===== src/rtl/mult_div_unit.sv =====
// rtl/mult_div_unit.sv - iterative MIPS HI/LO multiply/divide unit
module mult_div_unit #(
    parameter int WIDTH = 32,
    parameter int CNT_W = 5
) (
    input  logic             clock,
    input  logic             reset_n,
    input  logic             Start,
    input  logic [1:0]       Op,
    input  logic [WIDTH-1:0] OperandA,
    input  logic [WIDTH-1:0] OperandB,
    input  logic [1:0]       MoveWrite,
    input  logic [WIDTH-1:0] MoveData,
    output logic             Busy,
    output logic             Done,
    output logic [WIDTH-1:0] HiOut,
    output logic [WIDTH-1:0] LoOut
);

    typedef enum logic [1:0] {S_IDLE, S_CALC, S_FIX} state_t;

    state_t               state_q, state_d;
    logic [CNT_W-1:0]     cnt_q, cnt_d;
    logic [2*WIDTH-1:0]   acc_q, acc_d;
    logic [WIDTH-1:0]     operand_q, operand_d;
    logic [WIDTH-1:0]     dividend_q, dividend_d;
    logic                 is_div_q, is_div_d;
    logic                 neg_res_q, neg_res_d;
    logic                 neg_rem_q, neg_rem_d;
    logic                 div_zero_q, div_zero_d;
    logic [WIDTH-1:0]     hi_q, hi_d;
    logic [WIDTH-1:0]     lo_q, lo_d;
    logic                 busy_q, busy_d;
    logic                 done_q, done_d;

    logic                 a_neg, b_neg;
    logic [WIDTH-1:0]     mag_a, mag_b;
    logic [WIDTH:0]       add_sum;
    logic [WIDTH:0]       div_shift;
    logic [WIDTH:0]       div_diff;
    logic [2*WIDTH-1:0]   prod_fix;
    logic [WIDTH-1:0]     quot_fix, rem_fix;

    always_comb begin
        state_d    = state_q;
        cnt_d      = cnt_q;
        acc_d      = acc_q;
        operand_d  = operand_q;
        dividend_d = dividend_q;
        is_div_d   = is_div_q;
        neg_res_d  = neg_res_q;
        neg_rem_d  = neg_rem_q;
        div_zero_d = div_zero_q;
        hi_d       = hi_q;
        lo_d       = lo_q;
        done_d     = 1'b0;

        // Only MULT/DIV (Op[0]=0) treat operands as two's complement.
        a_neg = ~Op[0] & OperandA[WIDTH-1];
        b_neg = ~Op[0] & OperandB[WIDTH-1];
        mag_a = a_neg ? -OperandA : OperandA;
        mag_b = b_neg ? -OperandB : OperandB;

        add_sum   = {1'b0, acc_q[2*WIDTH-1:WIDTH]} + {1'b0, operand_q};
        div_shift = {acc_q[2*WIDTH-1:WIDTH], acc_q[WIDTH-1]};
        div_diff  = div_shift - {1'b0, operand_q};

        prod_fix = neg_res_q ? -acc_q : acc_q;
        quot_fix = neg_res_q ? -acc_q[WIDTH-1:0] : acc_q[WIDTH-1:0];
        rem_fix  = neg_rem_q ? -acc_q[2*WIDTH-1:WIDTH] : acc_q[2*WIDTH-1:WIDTH];

        case (state_q)
            S_IDLE: begin
                if (Start) begin
                    state_d    = S_CALC;
                    cnt_d      = '0;
                    is_div_d   = Op[1];
                    neg_res_d  = a_neg ^ b_neg;
                    neg_rem_d  = a_neg;
                    div_zero_d = Op[1] & (OperandB == '0);
                    dividend_d = OperandA;
                    // Multiply: lower half holds the multiplier; divide: lower half holds the dividend.
                    operand_d  = Op[1] ? mag_b : mag_a;
                    acc_d      = {{WIDTH{1'b0}}, Op[1] ? mag_a : mag_b};
                end else begin
                    if (MoveWrite[1]) hi_d = MoveData;
                    if (MoveWrite[0]) lo_d = MoveData;
                end
            end
            S_CALC: begin
                if (is_div_q) begin
                    if (div_diff[WIDTH])
                        acc_d = {div_shift[WIDTH-1:0], acc_q[WIDTH-2:0], 1'b0};
                    else
                        acc_d = {div_diff[WIDTH-1:0], acc_q[WIDTH-2:0], 1'b1};
                end else begin
                    if (acc_q[0])
                        acc_d = {add_sum, acc_q[WIDTH-1:1]};
                    else
                        acc_d = {1'b0, acc_q[2*WIDTH-1:1]};
                end
                cnt_d = cnt_q + CNT_W'(1);
                if (cnt_q == {CNT_W{1'b1}}) state_d = S_FIX;
            end
            S_FIX: begin
                state_d = S_IDLE;
                done_d  = 1'b1;
                if (!is_div_q) begin
                    hi_d = prod_fix[2*WIDTH-1:WIDTH];
                    lo_d = prod_fix[WIDTH-1:0];
                end else if (div_zero_q) begin
                    hi_d = dividend_q;
                    lo_d = {WIDTH{1'b1}};
                end else begin
                    hi_d = rem_fix;
                    lo_d = quot_fix;
                end
            end
            default: state_d = S_IDLE;
        endcase

        busy_d = (state_d != S_IDLE);
    end

    always_ff @(posedge clock or negedge reset_n) begin
        if (!reset_n) begin
            state_q    <= S_IDLE;
            cnt_q      <= '0;
            acc_q      <= '0;
            operand_q  <= '0;
            dividend_q <= '0;
            is_div_q   <= 1'b0;
            neg_res_q  <= 1'b0;
            neg_rem_q  <= 1'b0;
            div_zero_q <= 1'b0;
            hi_q       <= '0;
            lo_q       <= '0;
            busy_q     <= 1'b0;
            done_q     <= 1'b0;
        end else begin
            state_q    <= state_d;
            cnt_q      <= cnt_d;
            acc_q      <= acc_d;
            operand_q  <= operand_d;
            dividend_q <= dividend_d;
            is_div_q   <= is_div_d;
            neg_res_q  <= neg_res_d;
            neg_rem_q  <= neg_rem_d;
            div_zero_q <= div_zero_d;
            hi_q       <= hi_d;
            lo_q       <= lo_d;
            busy_q     <= busy_d;
            done_q     <= done_d;
        end
    end

    assign Busy  = busy_q;
    assign Done  = done_q;
    assign HiOut = hi_q;
    assign LoOut = lo_q;

endmodule

===== config.mk =====
export PLATFORM = sky130hd
export DESIGN_NAME = mult_div_unit
export DESIGN_NICKNAME = d
export VERILOG_FILES = /design/src/rtl/mult_div_unit.sv
export SDC_FILE = /design/constraint.sdc
export NUM_CORES = 1
export LEC_CHECK = 0
export CORE_MARGIN = 1.5
export CORE_UTILIZATION = 36
export CTS_BUF_LIST = sky130_fd_sc_hd__clkbuf_16
export DETAILED_ROUTE_END_ITERATION = 10
export PLACE_DENSITY_LB_ADDON = 0.3
export SYNTH_ARGS = -nofsm -noshare
export SYNTH_HDL_FRONTEND = slang
export SYNTH_SLANG_ARGS = --single-unit

===== constraint.sdc =====
create_clock -name clock -period 3.6 [get_ports clock]
set_clock_uncertainty 0.05 [all_clocks]
set_input_delay 0.72 -clock clock [delete_from_list [all_inputs] [get_ports clock]]
set_output_delay 0.72 -clock clock [all_outputs]
set_load 0.02 [all_outputs]

# --- Yosys cells after proc, flatten, opt, wreduce, memory -nomap -nowiden ---
# Cells that the tools add are included.
totals:
  ff_bits: 205
  elab_cells: 70
classes:
  add_sub_neg: 8
  eq_ne: 7
  muxes: 28
  bitwise_logic: 5
  reduce_logical: 9
op_table:
  columns: ["cell", "count"]
  rows:
  - ["two-way mux 32 bit", 14]
  - ["two-way mux 64 bit", 5]
  - ["negator 32 bit", 4]
  - ["case mux 32 bit (2 select lines)", 2]
  - ["case mux 64 bit (2 select lines)", 1]
  - ["negator 64 bit", 1]
  - ["adder 32 x 32 -> 33 bit", 1]
  - ["subtractor 33 x 32 -> 33 bit", 1]
  - ["zero test 32 bit", 1]
  - ["case mux 5 bit (2 select lines)", 1]
  - ["inequality test 2 bit, second input constant", 4]
  - ["AND reduction 3 bit", 2]
  - ["nonzero test 2 bit", 3]
  - ["adder 5 x 1 -> 5 bit, second input constant", 1]
  - ["== test 5 bit, second input constant", 1]
  - ["two-way mux 5 bit", 1]
  - ["two-way mux 2 bit", 2]
  - ["case mux 2 bit (2 select lines)", 1]
  - ["AND reduction 2 bit", 2]
  - ["AND 1 bit", 3]
  - ["== test 2 x 1 -> 1 bit, second input constant", 1]
  - ["== test 2 bit, second input constant", 1]
  - ["zero test 2 bit", 1]
  - ["two-way mux 1 bit", 1]
  - ["2 further kinds", 2]

# --- Depth between registers and ports, before layout ---
# Gate-level depths: netlist (run 1).
logic_depth:
  ltp_word: 6
  depth_mapped: 15
  mapped_depth_nobuf: 12

# --- Least setup slack after synthesis (run 1) ---
# Ideal clock, no wire load.
synth_path:
  path_type: "register -> register"
  startpoint: "register acc_q[0]"
  endpoint: "register hi_q[12], in the netlist HiOut[12]"
  arrival_time_ns: 3.430
  t_required_ns: 3.455
  path_slack_ns: 0.025
  stages_incl_launch_ff: 16
  n_path_buf: 4
  period_less_slack_ns: 3.575
  path_cell_list: "dfrtp_1 -> clkbuf_1 -> inv_1 -> clkbuf_1 -> clkbuf_1 -> ha_1 -> or4b_2 -> nor3_1 -> nand4_1 -> or2_1 -> clkbuf_1 -> o21ai_1 -> xor2_1 -> mux2i_1 -> nor2_1 -> o31ai_1"
synth_via:
  elab_chain_cells: 4
synth_rtl:
  columns: ["item", "line_no", "text"]
  rows:
  - ["start: declaration", "24", "logic [2*WIDTH-1:0] acc_q, acc_d;"]
  - ["start signal: assignment", "129", "acc_q <= '0;"]
  - ["start signal: assignment", "143", "acc_q <= acc_d;"]
  - ["negator 64 bit", "68", "prod_fix = neg_res_q ? -acc_q : acc_q;"]
  - ["two-way mux 64 bit", "68", null]
  - ["two-way mux 32 bit", "108", "if (!is_div_q) begin"]
  - ["case mux 32 bit (2 select lines)", "72", "case (state_q)"]
  - ["end signal: assignment", "150", "hi_q <= hi_d;"]
  - ["end: declaration", "31", "logic [WIDTH-1:0] hi_q, hi_d;"]
# Every way passes these cells.
# A chain may end at the register's enable or synchronous reset.

# --- Worst setup path after layout (run 1) ---
layout_path:
  startpoint: "register acc_q[32]"
  endpoint: "register acc_q[61]"
layout_via:
  elab_chain_cells: 4
  elab_cells_between_ends: 6
layout_rtl:
  columns: ["item", "line_no", "text"]
  rows:
  - ["subtractor 33 x 32 -> 33 bit / adder 32 x 32 -> 33 bit (equally long branches)", "66, 64", null]
  - ["two-way mux 64 bit, on equally long branches", "92, 97", null]
  - ["two-way mux 64 bit (*)", "91", "if (is_div_q) begin"]
  - ["case mux 64 bit (2 select lines) (*)", "72", null]
# Every way passes the cells marked *; elsewhere a longest branch is shown, timed or not.

==> summary.txt, run 1 <==
Clock network
  – CTS root buf: clkbuf_16
  – CTS HTree Levels: 1
  – Skew-Pair Late Insertion Delay: 0.58 ns
  – TritonCTS clock tree: done
  – Clk sink count: slightly above 200
  – Total CTS buffers: 25
  – Clock-pin slew on the worst setup and hold paths: 0.06 ns
  – Bufs on Longest Clock Path: 3

Critical path
  – CP endpoint: acc_q[61]$_DFFE_PN0P_
  – Reg2Reg Launch Point: acc_q[32]$_DFFE_PN0P_
  – Crit path launch type: flip-flop
  – Crit path capture type: flip-flop
  – Crit-path max cell delay: 0.45 ns
  – Instance count on the critical path: 13
  – Worst Path Buf+Inv: 2
  – CP startpoint: acc_q[32]$_DFFE_PN0P_
  – Register-to-Register Path Depth: 13
  – Slowest-stage cell, CP: o31ai_1
  – Critical Path RT: about 4 ns
  – CP delay by family, top: compound AO/OA/AOI/OAI gates
  – Crit Path Category: flip-flop to flip-flop
  – Critical-path maximum fanout: 4
  – Critical path arrival: 3.88 ns
  – Reg-to-reg endpoint: acc_q[61]$_DFFE_PN0P_
  – Flop2flop setup slack: about 0.13 ns
  – Crit-path cells: ha_1 > inv_1 > fa_1 > nor2b_1 > o31ai_1 > a31oi_1 > a21oi_1 > o21ai_0 > buf_4 > a221o_1 > a311o_1 > a211oi_1 > o21ai_1

Layout
  – Fillers: between 4k and 5k
  – Layout cells sized above 1: a little under an eighth
  – Area delta synth->final: 22.7%
  – Nets: about 2.6k
  – Fin area: 21500 µm²
  – Antenna diodes: 0
  – Finished Core Util: 44.9%

Detailed routing
  – Post-Route WL: 72.8 mm
  – Remaining DRCs: 0
  – WL/cell: 23.6 µm
  – Vias per Instance: 5.90
  – Number of routed nets with antenna violations: 0
  – Drt first pass iters: 5
  – Total number of vias: about 18k
  – Initial DRC Count: 1883

Logic synthesis
  – Yosys cell types: 84
  – Seq/Total Area, Yosys: 29.2%
  – Fraction of registers with async set/reset: 100%
  – Synth area leaders: dfrtp_1, nand2_1, o21ai_0, xnor2_1, mux2i_1
  – Post-synth top area share: 29.2%
  – Number of synthesized register bits: 205
  – Mapped cell area: 17500 µm²
  – Post-synth EDFFs: 0
  – Count leader, synth: nand2_1
  – Syn. warnings: 0
  – Cells after synthesis: 2247
  – Synthesized area per cell: 7.81 µm²
  – Largest area contributor in the netlist: dfrtp_1
  – Synthesized Nets: roughly 2.4k
  – Main flop type after synthesis: dfrtp_1
  – Commonest cells post-synth: nand2_1, o21ai_0, dfrtp_1

Power and ir drop
  – Sequential Power Share: 20.1%
  – Clock share of power: 10.4%
  – Logic pwr share: around 70%
  – Power per cell area: 1090 nW/µm²
  – Peak supply drop: 425 µV
  – NetSw: 11.7 mW
  – Leak: 9.14 nW
  – Internal power: roughly 12 mW
  – Switching Share: 50.1%

Global route
  – Largest net degree at the start of global routing: 71
  – GR Overflow Total: 0
  – First-pass GRT wire length: 109 mm
  – Number of global-route vias before repair: ~17k
  – Initial antenna violation count: 1
  – Total track usage: roughly 29%

Floorplan
  – Starting Density: 36.6%
  – Die ar.: 50100 µm²
  – CORE AREA: ~48000 µm²
  – FP Rows: 80
  – Die Height: 224 µm
  – I/O Pins: 169
  – Die width: between 200 and 250 µm

STA
  – Relative slew margins: 26.5%
  – Actual slew at the worst max-slew pin: 1.10 ns
  – Final period util: 96.4%
  – RSZ-0062 raised after global routing: false
  – Final count of negative-setup-slack endpoints: 0
  – Final Max Tran Viols: 0
  – Final hold viol count: 0
  – FMAX: 288 MHz
  – Tmin final: around 3.5 ns

Place
  – Final Wtd Congestion: ~1
  – Post-DP HPWL: 57.2 mm
  – DP Area: 20700 µm²
  – Buffers on Ports: 168

Outcome
  – Status: finished clean

Worst hold path
  – Hold crit path type: primary input to asynchronous set/reset pin

Run
  – MaxCap Viol Count: 0
==> timing repair <==
action | CTS | global route
hold buffers | 0 | 0
setup buffers | 0 | 1
resized for setup | 0 | 0
endpoints found under the setup margin | 0 | 6
endpoints found under the hold margin | 0 | 0
==> through the flow <==
stage / power [mW] / TNS [ns] / worst slack, ns / cells / hold WS, ns
CTS: 23.1 / 0 / 0.108 / 3080 / 0.142
detailed placement: 20.6 / -0.403 / -0.104 / 3035 / 0.420
global route: 24.9 / 0 / 0.0121 / 3081 / 0.153
finish: 23.4 / 0 / 0.129 / 3081 / 0.124
global placement: 20.4 / -0.169 / -0.0541 / 3035 / 0.415
floorplan: 14.8 / 0 / 0.0247 / 2247 / 0.374
==> registers in the layout (all words and copies together) (netlist names) <==
register and cells:
Busy 1, neg_rem_q 1, neg_res_q 1, Done 1, HiOut 32, LoOut 32
operand_q 32, div_zero_q 1, dividend_q 32, cnt_q 5, acc_q 64, state_q 2
is_div_q 1
==> layer usage <==
layer,part of all wire (%),GRT usage (%),up-vias
met5,0.012,0,-
met4,3.7,9.83,2
met3,8.2,4.21,118
met2,44,45.2,807
met1,44,40.1,8817
li1,-,-,8428
==> worst reg2reg max path: cells and delay by family (launching register included) <==
family,cells,cell delay (ns)
AO/OA/AOI/OAI,8,2.19
adder cells (fa/ha/maj),2,0.42
buffers and inverters,2,0.24
flip-flops,1,0.39
AND/OR/NAND/NOR,1,0.07
==> worst min-delay path by stage <==
stage / from / endpoint / cells past startpoint
finish: reset_n / LoOut[31]$_DFFE_PN0P_ / 1
floorplan: reset_n / Busy$_DFF_PN0_ / 0
global route: reset_n / LoOut[26]$_DFFE_PN0P_ / 1
global placement: LoOut[15]$_DFFE_PN0P_ / LoOut[15]$_DFFE_PN0P_ / 2
detailed placement: dividend_q[23]$_DFFE_PN0P_ / dividend_q[23]$_DFFE_PN0P_ / 2
CTS: reset_n / LoOut[31]$_DFFE_PN0P_ / 1
==> cell usage in the layout (no fill, tap or decap), types with 14 or more instances in the layout <==
cell               n
nand2_1          338
o21ai_0          230
dfrtp_1          202
buf_4            183
clkdlybuf4s50_1  166
nor2_1           165
a21oi_1          152
xnor2_1          125
mux2i_1          100
xor2_1            77
ha_1              70
inv_1             62
a21o_1            41
o22ai_1           39
nor3_1            35
o31ai_1           29
a211oi_1          29
nand3_1           26
clkbuf_16         25
or3_1             20
nand4_1           20
and3_1            18
nand2b_1          16
nor2b_1           16
a31oi_1           16
a221oi_1          15
o221ai_1          14
o211ai_1          14
==> cell families (layout without fill, tap and decap cells) <==
logic type      Yosys count  in the layout  share of synthesized area (%)
buf+inv                 236            455                           5.21
fa+ha+maj                72             72                           5.22
compound gates          685            685                           24.4
xor+xnor                202            202                           10.1
mux                     112            112                           6.50
simple gates            735            735                           19.3
flops                   205            205                           29.2
==> power groups by stage <==
stage | Clock (mW) | Combinational [mW] | Sequential, mW
CTS | 2.46 | 16.0 | 4.64
detailed placement | 0 | 15.9 | 4.67
floorplan | 0 | 10.4 | 4.44
global route | 2.56 | 17.6 | 4.79
finish | 2.43 | 16.2 | 4.68
global placement | 0 | 15.8 | 4.65
==> area by class of cell <==
cell class / instances / area (µm²) / share of cell area (%)
clock buffer: 25 / 626 / 2.91
clock inverter: 20 / 140 / 0.651
inverter: 56 / 210 / 0.977
multi-input combinational: 1806 / 11500 / 53.6
sequential: 205 / 5140 / 23.9
tap: 615 / 769 / 3.58
timing repair buffer: 354 / 3110 / 14.5
Power figures use the tool's default switching activity.
==> inputs of run 2 (changes only) <==
--- a/config.mk
+++ b/config.mk
@@ -5,6 +5,7 @@
 export SDC_FILE = /design/constraint.sdc
 export NUM_CORES = 1
 export LEC_CHECK = 0
+export ABC_CLOCK_PERIOD_IN_PS = 3600
 export CORE_MARGIN = 1.5
 export CORE_UTILIZATION = 36
 export CTS_BUF_LIST = sky130_fd_sc_hd__clkbuf_16
==> results of run 2 <==
No change in the layout: final DEF, timing and power equal those of run 1.
